<file path="src/rtl/demux_stream_1x4.sv">
// 1-to-4 stream demux with a one-entry register per output slot.
// Define DEMUX_STAT_CNT_EN to enable per-slot 16-bit delivery counters.
module demux_stream_1x4 #(
  parameter int DATA_W = 32
) (
  input  logic                clk,
  input  logic                rst_n,
  input  logic [DATA_W-1:0]   in_data,
  input  logic [1:0]          in_sel,
  input  logic                in_bcast,
  input  logic                in_valid,
  output logic                in_ready,
  output logic [4*DATA_W-1:0] out_data,
  output logic [3:0]          out_valid,
  input  logic [3:0]          out_ready,
  output logic [63:0]         stat_cnt
);

  logic [3:0]             vld_q, vld_d;
  logic [3:0][DATA_W-1:0] data_q;
  logic [3:0]             can_acc;
  logic [3:0]             load;
  logic [3:0]             xfer;
  logic                   acc;

  // A full slot can take a new word only if it drains in the same edge.
  always_comb begin
    can_acc  = ~vld_q | out_ready;
    xfer     = vld_q & out_ready;
    in_ready = in_bcast ? (&can_acc) : can_acc[in_sel];
    acc      = in_valid & in_ready;
    load     = '0;
    for (int i = 0; i < 4; i++) begin
      load[i] = acc & (in_bcast | (in_sel == 2'(i)));
    end
    vld_d = load | (vld_q & ~out_ready);
  end

  always_ff @(posedge clk or negedge rst_n) begin
    if (!rst_n) begin
      vld_q  <= '0;
      data_q <= '0;
    end else begin
      vld_q <= vld_d;
      for (int i = 0; i < 4; i++) begin
        if (load[i]) data_q[i] <= in_data;
      end
    end
  end

  assign out_valid = vld_q;
  assign out_data  = data_q;

`ifdef DEMUX_STAT_CNT_EN
  logic [3:0][15:0] cnt_q;

  always_ff @(posedge clk or negedge rst_n) begin
    if (!rst_n) begin
      cnt_q <= '0;
    end else begin
      for (int i = 0; i < 4; i++) begin
        if (xfer[i]) cnt_q[i] <= cnt_q[i] + 16'd1;
      end
    end
  end

  assign stat_cnt = cnt_q;
`else
  logic unused_xfer;
  assign unused_xfer = ^xfer;
  assign stat_cnt    = '0;
`endif

endmodule

</file>
<file path="config.mk">
export PLATFORM = sky130hd
export DESIGN_NAME = demux_stream_1x4
export DESIGN_NICKNAME = d
export VERILOG_FILES = /design/src/rtl/demux_stream_1x4.sv
export SDC_FILE = /design/constraint.sdc
export NUM_CORES = 1
export LEC_CHECK = 0
export ABC_AREA = 1
export CORE_MARGIN = 4
export CORE_UTILIZATION = 40
export DETAILED_ROUTE_END_ITERATION = 16
export GPL_ROUTABILITY_DRIVEN = 0
export PLACE_DENSITY = 0.77
export SETUP_SLACK_MARGIN = 0.02
export SLEW_MARGIN = 20
export SYNTH_ARGS = -nofsm -noshare
export SYNTH_HDL_FRONTEND = slang
export SYNTH_SLANG_ARGS = --single-unit
</file>
<file path="constraint.sdc">
create_clock -name clk -period 1.2 [get_ports clk]
set_input_delay 0.24 -clock clk [delete_from_list [all_inputs] [get_ports clk]]
set_output_delay 0.24 -clock clk [all_outputs]
set_load 0.02 [all_outputs]
</file>
==> impl_results.md, run 1 <==
* Outcome: finished with violations
* Failing checks: negative setup slack
* DP HPWL at 12.7 mm
* Core area at 14700 sq um
* Die span in y at 131 um
* Reg-to-reg endpoint: out_data[62]
* Number of max-slew violations in the final report at 0
* Crit Path Category: reg2out
* Max-cap violations at 0
* Final Total Pwr at 22.6 mW
* CP max FO at 2
* Most frequent cell after synthesis: nand2_1
* Starting density of the core at 41.3%
* Std-Cell Rows at 44
* Number of H-tree levels at 4
* Vias per cell at 5.28
* CP max stage cell: dfrtp_1
* # port buffers at 174
* CTS root buf: clkbuf_16
* Die Width at 131 um
* Iteration-0 DRC Markers at 491
* R2R setup slack at -540 ps
* Clock latency on the worst-skew pair at 420 ps
* Fmax at 575 MHz
* Vias in the first global route at 5899
* VDD IR-drop max at 1.30 mV
* Synth warn at 0
* Post-synth top area share at 54.4%
* GRT Resource Usage Total at 23.7%
* Fillers at 989
* CP cell instances: inv_1 -> nor2_1 -> nand2_1 -> nand2_1 -> nor2_4 -> buf_12 -> buf_12
* Clock slew at reported path FFs at 60 ps
* Synth unique cells at 20
* CP required at 960 ps
* EDFF count, synth at 0
* Share of layout cells above drive strength 1 at 47.2%
* CTS Buf Count at 17
* Register-to-Register Path Depth at 12
* Clock sinks at 132
* Setup TNS at -66340 ps
* Die area at 17200 sq um
* Top cell type by total area after synthesis: dfrtp_1
* Design Area, Final at 10500 sq um
* Critical path arrival at 1500 ps
* Xor and xnor area share after synthesis at 0%
* Largest net degree at the start of global routing at 49
* Synth top area cells: dfrtp_1, nand2_1, nand4_1, buf_4, clkbuf_1
* Setup crit end kind: output port
* Pwr/cell area at 2150 nW/um^2
* Initial antenna violation count at 0
* Slowest stage delay, CP at 380 ps
* I/O pin count at 239
* Fin. Hold Viols at 0
* Sequential area share after synthesis at 54.4%
* Period utilization at 145%
* Fin nets at 1018
* Mapped Cells at 674
* Fin crit period at 1740 ps
* TritonCTS clock tree: done
* Worst setup margin at -540 ps
* Synthesis-to-layout area growth at 73.0%
* Crit path from: out_valid[1]
* Mean post-synth cell area at 9.01 sq um
* Critical R2R Launch: out_valid[3]
* 1st-pass router iterations at 5
* Post-synth top cells: nand2_1, dfrtp_1, nand4_1
* Leakage at 5.43 nW
* Endpoints failing setup at 172
* Top_reg_cell synth: dfrtp_1
* Mapped cell area at 6070 sq um
* Aggregate global routing overflow at 0
* Worst clock skew at 9.23 ps
* Adder and majority cell fraction of the synthesized area at 0%
* HP Class: in2async
* First-pass GRT wire length at 32.7 mm
* Post-synthesis compound-gate area fraction at 0.515%
* Main combinational cell family by area after synthesis: simple AND/OR/NAND/NOR gates
* Simple-gate area share of the yosys netlist at 32.2%
* Synth async-reset ratio at 100%
* Via Count at 6194
* CP Launch Type: flip-flop
* CTS Buffer Depth at 2
* Residual DRC at 0
* Unrepaired setup endpoints after global routing: true
* Antenna-violating nets left at 0
* Ant. Diodes at 0
* #FFs+latches synth at 132
* Routed wire per std cell at 19.4 um
* Routed WL at 22.7 mm
* Placed Area at 8030 sq um
* Mux cell area share after synthesis at 0%
-- final cells by class --
class / count / area, sq um / area share [%]
well taps: 184 / 230 / 2.19
inverters: 9 / 36.3 / 0.345
repair buffers: 337 / 3580 / 34.1
flip-flops and latches: 132 / 3310 / 31.5
multi-input cells: 479 / 2730 / 26.0
clock inverters: 12 / 153 / 1.45
clock buffers: 20 / 467 / 4.44
-- worst max path at each step --
stage,to,slack (ps),depth (start not counted)
final,in_ready,-540,7
after global placement,out_data[106],-760,9
after floorplan,out_data[66],-250,9
after CTS,in_ready,-530,7
after detailed placement,out_data[32],-820,11
after global routing,out_data[44],-620,12
-- layout by cell type (no fill, tap or decap) --
cell type,n
bufbuf_16,1
buf_6,141
o21ai_1,1
conb_1,64
bufinv_16,3
nand3_2,1
buf_2,1
dlygate4sd3_1,1
clkinv_4,1
clkinvlp_4,4
clkbuf_16,18
clkinv_2,3
inv_2,3
inv_4,1
clkdlybuf4s50_1,37
nand2_1,150
buf_12,21
nor2_1,4
inv_1,5
o21ai_2,1
nor2_4,2
nand4_1,129
nand4_4,4
buf_8,3
nand2_2,84
dfrtp_1,129
buf_4,124
dlygate4sd2_1,2
o21ai_4,2
buf_16,5
inv_6,1
nand2_4,37
clkbuf_8,3
dfrtp_2,3
-- worst max-delay path, delay by kind of cell (launching register included) --
family        cells  cell delay (ps)
buf+inv           3              310
flops             1              380
simple gates      4              390
-- sequential cells by signal (all words and copies together) (netlist names) --
name       cells
out_valid      4
out_data     128
-- power by group --
| group | switching, mW | total, mW | internal, mW |
|---|---|---|---|
| combinational | 5.00 | 10.3 | 5.25 |
| clock | 2.01 | 5.44 | 3.43 |
| sequential | 1.14 | 6.87 | 5.73 |
| total | 8.14 | 22.6 | 14.4 |
-- cell families after synthesis --
group                  after synthesis
AOI/OAI and AO/OA                    4
DFF                                132
buffers and inverters              126
other                                1
and+or+nand+nor                    411
-- per-layer routing --
metal  GRT usage (%)  routed length [um]  up-vias
met5               0                   0        -
met4            9.98                 711        0
met3            5.54                1540       59
met2            39.5               11800      362
met1            29.8                8710     3023
li1                -                   -     2750
-- metrics by stage --
step                      worst slack, ps  instances  hold WS (ps)  util, %
after global routing                 -624       1173           290     71.5
after CTS                            -532       1113           260     64.8
final                                -540       1173           275     71.5
after detailed placement             -822       1018           135     54.6
after floorplan                      -250        737         -55.6        -
after global placement               -761       1018           135     54.6
-- what timing repair did --
item                                    in CTS  in global routing
pin swaps                                    3                  9
cloned                                       7                  1
endpoints found under the setup margin     265                265
endpoints found under the hold margin       83                  0
hold buffers                                 1                  0
setup buffers                               57                 64
gates resized for setup                    808                176
Power figures use the tool's default switching activity.
==> run 2, diff against run 1 <==
--- a/config.mk
+++ b/config.mk
@@ -8,6 +8,7 @@
 export ABC_AREA = 1
 export CORE_MARGIN = 4
 export CORE_UTILIZATION = 40
+export CTS_CLUSTER_SIZE = 14
 export DETAILED_ROUTE_END_ITERATION = 16
 export GPL_ROUTABILITY_DRIVEN = 0
 export PLACE_DENSITY = 0.77
==> results of run 2 <==
The final DEF is identical to that of run 1; final timing and power are the same.
